[config.mk]
export PLATFORM = sky130hd
export DESIGN_NAME = hist_count_pipeline
export DESIGN_NICKNAME = d
export VERILOG_FILES = /design/src/rtl/hist_pkg.sv /design/src/rtl/hist_fwd_accum.sv /design/src/rtl/hist_count_pipeline.sv
export SDC_FILE = /design/constraint.sdc
export NUM_CORES = 1
export LEC_CHECK = 0
export ABC_AREA = 1
export ABC_CLOCK_PERIOD_IN_PS = 2700
export CAP_MARGIN = 20
export CELL_PAD_IN_SITES_DETAIL_PLACEMENT = 0
export CELL_PAD_IN_SITES_GLOBAL_PLACEMENT = 1
export CORE_MARGIN = 2
export CORE_UTILIZATION = 25
export CTS_BUF_LIST = sky130_fd_sc_hd__clkbuf_2 sky130_fd_sc_hd__clkbuf_4 sky130_fd_sc_hd__clkbuf_8
export CTS_CLUSTER_SIZE = 12
export DETAILED_ROUTE_END_ITERATION = 16
export PLACE_DENSITY_LB_ADDON = 0.12
export SETUP_SLACK_MARGIN = 0.4
export SYNTH_ARGS = -nofsm -noshare
export SYNTH_HDL_FRONTEND = slang
export SYNTH_SLANG_ARGS = --single-unit
export TNS_END_PERCENT = 30
[constraint.sdc]
create_clock -name clock -period 2.7 [get_ports clock]
set_input_delay 0.675 -clock clock [delete_from_list [all_inputs] [get_ports clock]]
set_output_delay 0.675 -clock clock [all_outputs]
set_load 0.05 [all_outputs]
[src/rtl/hist_pkg.sv]
// Shared definitions for the histogram pipeline.
// Holds the controller state encoding, the fixed memory-interface widths, the
// default valid tag written above every bin count, and a helper that sizes the
// lane index from the number of pixels packed into one image word.
package hist_pkg;

  typedef enum logic [2:0] {
    ST_IDLE  = 3'd0,
    ST_CLEAR = 3'd1,
    ST_COUNT = 3'd2,
    ST_DRAIN = 3'd3,
    ST_DONE  = 3'd4
  } state_t;

  localparam int ADDR_W = 16;
  localparam int TAG_W  = 16;

  localparam int PIX_W_DEFAULT     = 8;
  localparam int WORD_W_DEFAULT    = 128;
  localparam int NUM_WORDS_DEFAULT = 16384;
  localparam int CNT_W_DEFAULT     = 16;

  localparam logic [TAG_W-1:0] TAG_DEFAULT = 16'hAAAA;

  // A lane index needs at least one bit, even with a single pixel per word.
  function automatic int lane_bits(input int pix_per_word);
    return (pix_per_word > 1) ? $clog2(pix_per_word) : 1;
  endfunction

endpackage

[src/rtl/hist_fwd_accum.sv]
// Bin-count accumulator with read-after-write forwarding.
// Picks the base count for the bin currently in the ACC stage and returns it
// incremented with saturation.
//   i_bin     : bin addressed by the pixel in ACC
//   i_rd_val  : scratchpad word read for that bin (tag + count)
//   i_ss_*    : pixel one ahead, in SS this cycle (its write has not landed)
//   i_wr_*    : pixel two ahead, written on the same edge as our read
//   o_cnt     : saturated incremented count for i_bin
module hist_fwd_accum
  import hist_pkg::*;
#(
  parameter int               PIX_W  = PIX_W_DEFAULT,
  parameter int               WORD_W = WORD_W_DEFAULT,
  parameter int               CNT_W  = CNT_W_DEFAULT,
  parameter logic [TAG_W-1:0] TAG    = TAG_DEFAULT
) (
  input  logic [PIX_W-1:0]  i_bin,
  input  logic [WORD_W-1:0] i_rd_val,
  input  logic              i_ss_vld,
  input  logic [PIX_W-1:0]  i_ss_bin,
  input  logic [CNT_W-1:0]  i_ss_cnt,
  input  logic              i_wr_vld,
  input  logic [PIX_W-1:0]  i_wr_bin,
  input  logic [CNT_W-1:0]  i_wr_cnt,
  output logic [CNT_W-1:0]  o_cnt
);

  function automatic logic [CNT_W-1:0] sat_inc(input logic [CNT_W-1:0] c);
    return (&c) ? c : c + CNT_W'(1);
  endfunction

  logic [CNT_W-1:0] w_base;

  // The in-flight counts beat the scratchpad: the SS entry is the newest,
  // the just-written entry is invisible to a read-first memory on that edge.
  // Untagged scratchpad contents are stale garbage and count as zero.
  always_comb begin
    w_base = '0;
    if (i_ss_vld && (i_ss_bin == i_bin)) begin
      w_base = i_ss_cnt;
    end else if (i_wr_vld && (i_wr_bin == i_bin)) begin
      w_base = i_wr_cnt;
    end else if (i_rd_val[CNT_W +: TAG_W] == TAG) begin
      w_base = i_rd_val[CNT_W-1:0];
    end
  end

  assign o_cnt = sat_inc(w_base);

  // Bits above the tag carry no information.
  generate
    if (WORD_W > CNT_W + TAG_W) begin : g_pad
      logic w_unused_pad;
      assign w_unused_pad = ^i_rd_val[WORD_W-1:CNT_W+TAG_W];
    end
  endgenerate

endmodule

[src/rtl/hist_count_pipeline.sv]
// Image histogram engine.
// Streams NUM_WORDS image words (PIX_PER_WORD pixels each, lane 0 first) from
// m1 and keeps one tagged counter per pixel value in the m2 scratchpad, one
// pixel per cycle through a four-stage pipeline FI -> FS -> ACC -> SS.
//   clock, rst_n          : clock, asynchronous active-low reset
//   start, clear_mode     : pass request; clear_mode=1 zeroes all bins first
//   m1ReadAddr/m1ReadVal  : image memory, synchronous read
//   m2ReadAddr/m2ReadVal  : scratchpad read port, synchronous read
//   m2WriteAddr/Val, m2WE : scratchpad write port
//   busy, done            : pass in progress / one-cycle completion pulse
module hist_count_pipeline
  import hist_pkg::*;
#(
  parameter int               PIX_W     = PIX_W_DEFAULT,
  parameter int               WORD_W    = WORD_W_DEFAULT,
  parameter int               NUM_WORDS = NUM_WORDS_DEFAULT,
  parameter int               CNT_W     = CNT_W_DEFAULT,
  parameter logic [TAG_W-1:0] TAG       = TAG_DEFAULT
) (
  input  logic              clock,
  input  logic              rst_n,
  input  logic              start,
  input  logic              clear_mode,
  output logic [ADDR_W-1:0] m1ReadAddr,
  input  logic [WORD_W-1:0] m1ReadVal,
  output logic [ADDR_W-1:0] m2ReadAddr,
  input  logic [WORD_W-1:0] m2ReadVal,
  output logic [ADDR_W-1:0] m2WriteAddr,
  output logic [WORD_W-1:0] m2WriteVal,
  output logic              m2WE,
  output logic              busy,
  output logic              done
);

  localparam int PIX_PER_WORD = WORD_W / PIX_W;
  localparam int LANE_W       = lane_bits(PIX_PER_WORD);

  localparam logic [LANE_W-1:0] LAST_LANE = LANE_W'(PIX_PER_WORD - 1);
  localparam logic [ADDR_W-1:0] LAST_WORD = ADDR_W'(NUM_WORDS - 1);

  function automatic logic [WORD_W-1:0] pack_bin(input logic [CNT_W-1:0] c);
    logic [WORD_W-1:0] v;
    v                = '0;
    v[CNT_W +: TAG_W] = TAG;
    v[CNT_W-1:0]     = c;
    return v;
  endfunction

  state_t r_state, w_next;

  logic [PIX_W-1:0]  r_clr_idx;
  logic [ADDR_W-1:0] r_word;
  logic [LANE_W-1:0] r_lane;

  logic              r_vld_p0, r_vld_p1, r_vld_p2, r_vld_p3;
  logic [LANE_W-1:0] r_lane_p0;
  logic [PIX_W-1:0]  r_bin_p1, r_bin_p2, r_bin_p3;
  logic [CNT_W-1:0]  r_cnt_p2, r_cnt_p3;

  logic              w_issue;
  logic              w_last_issue;
  logic [PIX_W-1:0]  w_pix_p0;
  logic [CNT_W-1:0]  w_acc_cnt_p1;

  assign w_issue      = (r_state == ST_COUNT);
  assign w_last_issue = w_issue && (r_word == LAST_WORD) && (r_lane == LAST_LANE);

  always_comb begin
    w_next = r_state;
    unique case (r_state)
      ST_IDLE:  if (start) w_next = clear_mode ? ST_CLEAR : ST_COUNT;
      ST_CLEAR: if (r_clr_idx == '1) w_next = ST_COUNT;
      ST_COUNT: if (w_last_issue) w_next = ST_DRAIN;
      // Once FS and ACC are empty, the last pixel is writing in SS now.
      ST_DRAIN: if (!r_vld_p0 && !r_vld_p1) w_next = ST_DONE;
      ST_DONE:  w_next = ST_IDLE;
      default:  w_next = ST_IDLE;
    endcase
  end

  always_ff @(posedge clock or negedge rst_n) begin
    if (!rst_n) begin
      r_state   <= ST_IDLE;
      r_clr_idx <= '0;
      r_word    <= '0;
      r_lane    <= '0;
      r_vld_p0  <= 1'b0;
      r_vld_p1  <= 1'b0;
      r_vld_p2  <= 1'b0;
      r_vld_p3  <= 1'b0;
    end else begin
      r_state <= w_next;

      if (r_state == ST_CLEAR) r_clr_idx <= r_clr_idx + PIX_W'(1);
      else                     r_clr_idx <= '0;

      if (w_issue) begin
        if (r_lane == LAST_LANE) begin
          r_lane <= '0;
          r_word <= w_last_issue ? '0 : r_word + ADDR_W'(1);
        end else begin
          r_lane <= r_lane + LANE_W'(1);
        end
      end else begin
        r_lane <= '0;
        r_word <= '0;
      end

      r_vld_p0 <= w_issue;
      r_vld_p1 <= r_vld_p0;
      r_vld_p2 <= r_vld_p1;
      r_vld_p3 <= r_vld_p2;
    end
  end

  // FI -> FS: image word arrives, select the lane issued last cycle
  assign w_pix_p0 = m1ReadVal[int'(r_lane_p0)*PIX_W +: PIX_W];

  // FS -> ACC: scratchpad word for the bin arrives, form the new count
  hist_fwd_accum #(
    .PIX_W  (PIX_W),
    .WORD_W (WORD_W),
    .CNT_W  (CNT_W),
    .TAG    (TAG)
  ) u_fwd_accum (
    .i_bin    (r_bin_p1),
    .i_rd_val (m2ReadVal),
    .i_ss_vld (r_vld_p2),
    .i_ss_bin (r_bin_p2),
    .i_ss_cnt (r_cnt_p2),
    .i_wr_vld (r_vld_p3),
    .i_wr_bin (r_bin_p3),
    .i_wr_cnt (r_cnt_p3),
    .o_cnt    (w_acc_cnt_p1)
  );

  // ACC -> SS, and SS -> written record kept for forwarding
  always_ff @(posedge clock) begin
    r_lane_p0 <= r_lane;
    r_bin_p1  <= w_pix_p0;
    r_bin_p2  <= r_bin_p1;
    r_cnt_p2  <= w_acc_cnt_p1;
    r_bin_p3  <= r_bin_p2;
    r_cnt_p3  <= r_cnt_p2;
  end

  assign m1ReadAddr = w_issue  ? r_word             : '0;
  assign m2ReadAddr = r_vld_p0 ? ADDR_W'(w_pix_p0)   : '0;

  // CLEAR and SS writes never overlap: CLEAR is only entered from IDLE.
  always_comb begin
    m2WE        = 1'b0;
    m2WriteAddr = '0;
    m2WriteVal  = '0;
    if (r_state == ST_CLEAR) begin
      m2WE        = 1'b1;
      m2WriteAddr = ADDR_W'(r_clr_idx);
      m2WriteVal  = pack_bin('0);
    end else if (r_vld_p2) begin
      m2WE        = 1'b1;
      m2WriteAddr = ADDR_W'(r_bin_p2);
      m2WriteVal  = pack_bin(r_cnt_p2);
    end
  end

  assign busy = (r_state == ST_CLEAR) || (r_state == ST_COUNT) || (r_state == ST_DRAIN);
  assign done = (r_state == ST_DONE);

endmodule

==> impl_metrics.tcl <==
set metrics [dict create \
    dpl_cell_area_sq_um 9910 \
    async_flop_share_pct 36.8 \
    highest_layer "met5" \
    crit_end "m2ReadAddr[4]" \
    synthTopCellsByArea "dfxtp_1 (18%), buf_4 (14%), dfrtp_1 (13%)" \
    path_cells "buf_12 -> buf_16 -> mux2i_1 -> o211ai_1 -> nand3_2 -> a21oi_4 -> buf_12" \
    r2r_start "r_lane_p0[0]" \
    status "finished, violations left" \
    wl_met3_mm 1.48 \
    synth_seq_cells 95 \
    htreeDepth 3 \
    ir_worst_vdd_v 0.000172 \
    maxCapViolCount 0 \
    multi_input_area_sq_um 4350 \
    drtPass1Iterations 6 \
    vias_per_cell 4.12 \
    hold_viol_final 0 \
    numPortBuffers 222 \
    path_buf_inv 3 \
    seq_area_sq_um 2110 \
    area_delta_synth_final_pct 72.3 \
    violations "negative setup slack" \
    crit_path_max_fanout 16 \
    r2r-end "r_bin_p1[0]" \
    fin_cells 1679 \
    synth_top_area_cell "dfxtp_1" \
    fin_ws_ns -0.0195 \
    synth-edff-count 0 \
    cts_root_buf "clkbuf_8" \
    wire_per_inst_microns 13.8 \
    synthFlopType "dfxtp_1" \
    rsz0062_at_grt "true" \
    dp_hpwl_mm 17.7 \
    wl_mm 23.2 \
    mappedNetlistArea_sq_um 6850 \
    final_cell_mix "inv_1 (125), nand2_1 (123), conb_1 (120), clkdlybuf4s50_1 (108), buf_4 (99)" \
    grt_pass1_wl_mm 35.8 \
    ys_seq_area_share_pct 30.3 \
    critical_path_class "flip-flop to output pin" \
    path_delay_family "buffers and inverters" \
    clk_pin_slew_ns 0.10 \
    place_inst 1595 \
    fmax_ghz 0.368 \
    ys_warn_count 0 \
    antenna_left 0 \
    wl_met2_mm 11.8 \
    die_area_sq_um 28800 \
    fillers 2719 \
    ff2ff_setup_slack_ns 0.17 \
    initial_core_util_pct 25.4 \
    worst_pin_slew_ns 0.904 \
    synth_cell_types 45 \
    antenna_found_initial 3 \
    tritoncts "yes" \
    leakage_uw 0.00546 \
    grtUsageTotal_pct 15.8 \
    setup_viol 4 \
    netlist.area_leader.share_pct 17.5 \
    cts_buffers 9 \
    fin_area_sq_um 11800 \
    die_h_microns 170 \
    drt_iter0_drc 238 \
    required_ns 2.03 \
    r2r.worst_path.cells 17 \
    route.detailed.drc 0 \
    dieWidth_microns 170 \
    skew_ns 0.0197 \
    grt_max_degree 36 \
    row_count 60 \
    grt_pass1_vias 6887 \
    layout-drive-gt1-share_pct 32.8 \
    final.min_clock_period_ns 2.72 \
    wirelength_met1_mm 9.54 \
    cts.path.max_buffers 2 \
    path_common_cell "buf_12" \
    crit_arrival_ns 2.04 \
    crit_path_end_kind "output pin" \
    grt_overflow 0 \
    clock-sinks 95 \
    ios 439 \
    critPathMaxStageDelay_ns 0.41 \
    slew_violations 0 \
    cp_slowest_cell "dfxtp_4" \
    final_common_cell "inv_1" \
    cp.depth 7 \
    vias 6914 \
    place_congestion 0.780 \
    power_density_nw_per_um2 296 \
    start_kind "flip-flop" \
    holdCritPathClass "flip-flop to flip-flop" \
    core_sq_um 27000 \
    synthCells 997 \
    cts_hold_buf 0 \
    max-slew-margin-rel_pct 39.7 \
    crit_start "r_lane_p0[0]" \
    min_period_over_period_pct 101 \
    insertion_delay_ns 0.39 \
    final_nets 1596 \
    utilization_pct 43.8 \
    synth.avg_cell_area_sq_um 6.87 \
]
==> metrics by stage <==
step	setup WS (ns)	power, uW	TNS [ns]	hold WS [ns]
6_report	-0.0195	3500	-0.0423	0.370
5_1_grt	-0.107	3650	-0.662	0.383
4_1_cts	-0.0311	3530	-0.114	0.372
3_5_place_dp	-0.492	2390	-7.81	0.354
3_3_place_gp	-0.467	2390	-7.27	0.357
2_1_floorplan	0.104	2170	0	0.344
==> worst reg2reg max path: cells and delay by family (launching register included) <==
family / cells / cell delay (ns)
buffers and inverters: 12 / 1.62
DFF: 1 / 0.39
AOI/OAI and AO/OA: 3 / 0.27
and+or+nand+nor: 2 / 0.21
==> per-layer routing <==
metal | global-route usage, % | vias to the layer above
li1 | - | 3611
met1 | 18.4 | 3053
met2 | 28.5 | 223
met3 | 3.80 | 23
met4 | 4.94 | 4
met5 | 0 | -
==> power breakdown <==
group / leakage (uW) / switching, uW / total (uW) / internal (uW)
logic: 0.00440 / 608 / 945 / 337
registers: 0.000941 / 24.1 / 1460 / 1430
clock network: 0.000117 / 541 / 1090 / 552
total: 0.00546 / 1170 / 3500 / 2320
==> cell families after synthesis <==
family                   after synthesis  share of synthesized area [%]
XOR/XNOR                               8                           1.02
buffers and inverters                327                           25.6
other                                  1                         0.0547
adder cells (fa/ha/maj)                4                          0.730
flip-flops                            95                           30.3
multiplexers                          32                           4.67
AND/OR/NAND/NOR                      356                           23.2
AO/OA/AOI/OAI                        174                           14.4
==> synthesized netlist by cell type (8+ instances only) <==
library cell and count:
nand2_1 174, inv_1 155, buf_4 129, nor2_1 65
a21oi_1 62, o21ai_0 62, dfxtp_1 60, nand3_1 56
dfrtp_1 35, mux2i_1 32, o211ai_1 32, clkbuf_1 22
nor3_1 15, nand4_1 9, nand2_2 8
==> flip-flops by register name (all words and copies together), names as in the netlist <==
| register | cells |
|---|---|
| r_cnt_p2 | 16 |
| r_cnt_p3 | 16 |
| r_word | 16 |
| r_bin_p1 | 8 |
| r_bin_p2 | 8 |
| r_bin_p3 | 8 |
| r_clr_idx | 8 |
| r_lane | 4 |
| r_lane_p0 | 4 |
| r_state | 3 |
| r_vld_p0 | 1 |
| r_vld_p1 | 1 |
| r_vld_p2 | 1 |
| r_vld_p3 | 1 |
==> layout make-up <==
class	count	area share [%]
Timing Repair Buffer	365	34.4
Clock inverter	6	0.773
Inverter	164	5.40
Antenna cell	1	0.0212
Clock buffer	10	1.17
Sequential cell	95	17.8
Multi-Input combinational cell	697	36.8
Tap cell	341	3.61
==> worst min-delay path by stage <==
stage | startpoint | endpoint | slack, ns | cells past startpoint
global placement | r_cnt_p2[12] | r_cnt_p3[12] | 0.36 | 0
CTS | r_bin_p2[6] | r_bin_p3[6] | 0.37 | 0
detailed placement | r_cnt_p2[14] | r_cnt_p3[14] | 0.35 | 0
global route | r_bin_p1[5] | r_bin_p2[5] | 0.38 | 0
finish | r_bin_p2[6] | r_bin_p3[6] | 0.37 | 0
floorplan | r_cnt_p2[10] | r_cnt_p3[10] | 0.34 | 0
==> timing repair <==
action	CTS	global route
pin swaps	96	87
buffers inserted	47	11
gates cloned	5	4
setup endpoints to repair	73	75
resized for setup	334	78
Note: power is estimated with default switching activity, not from simulation.
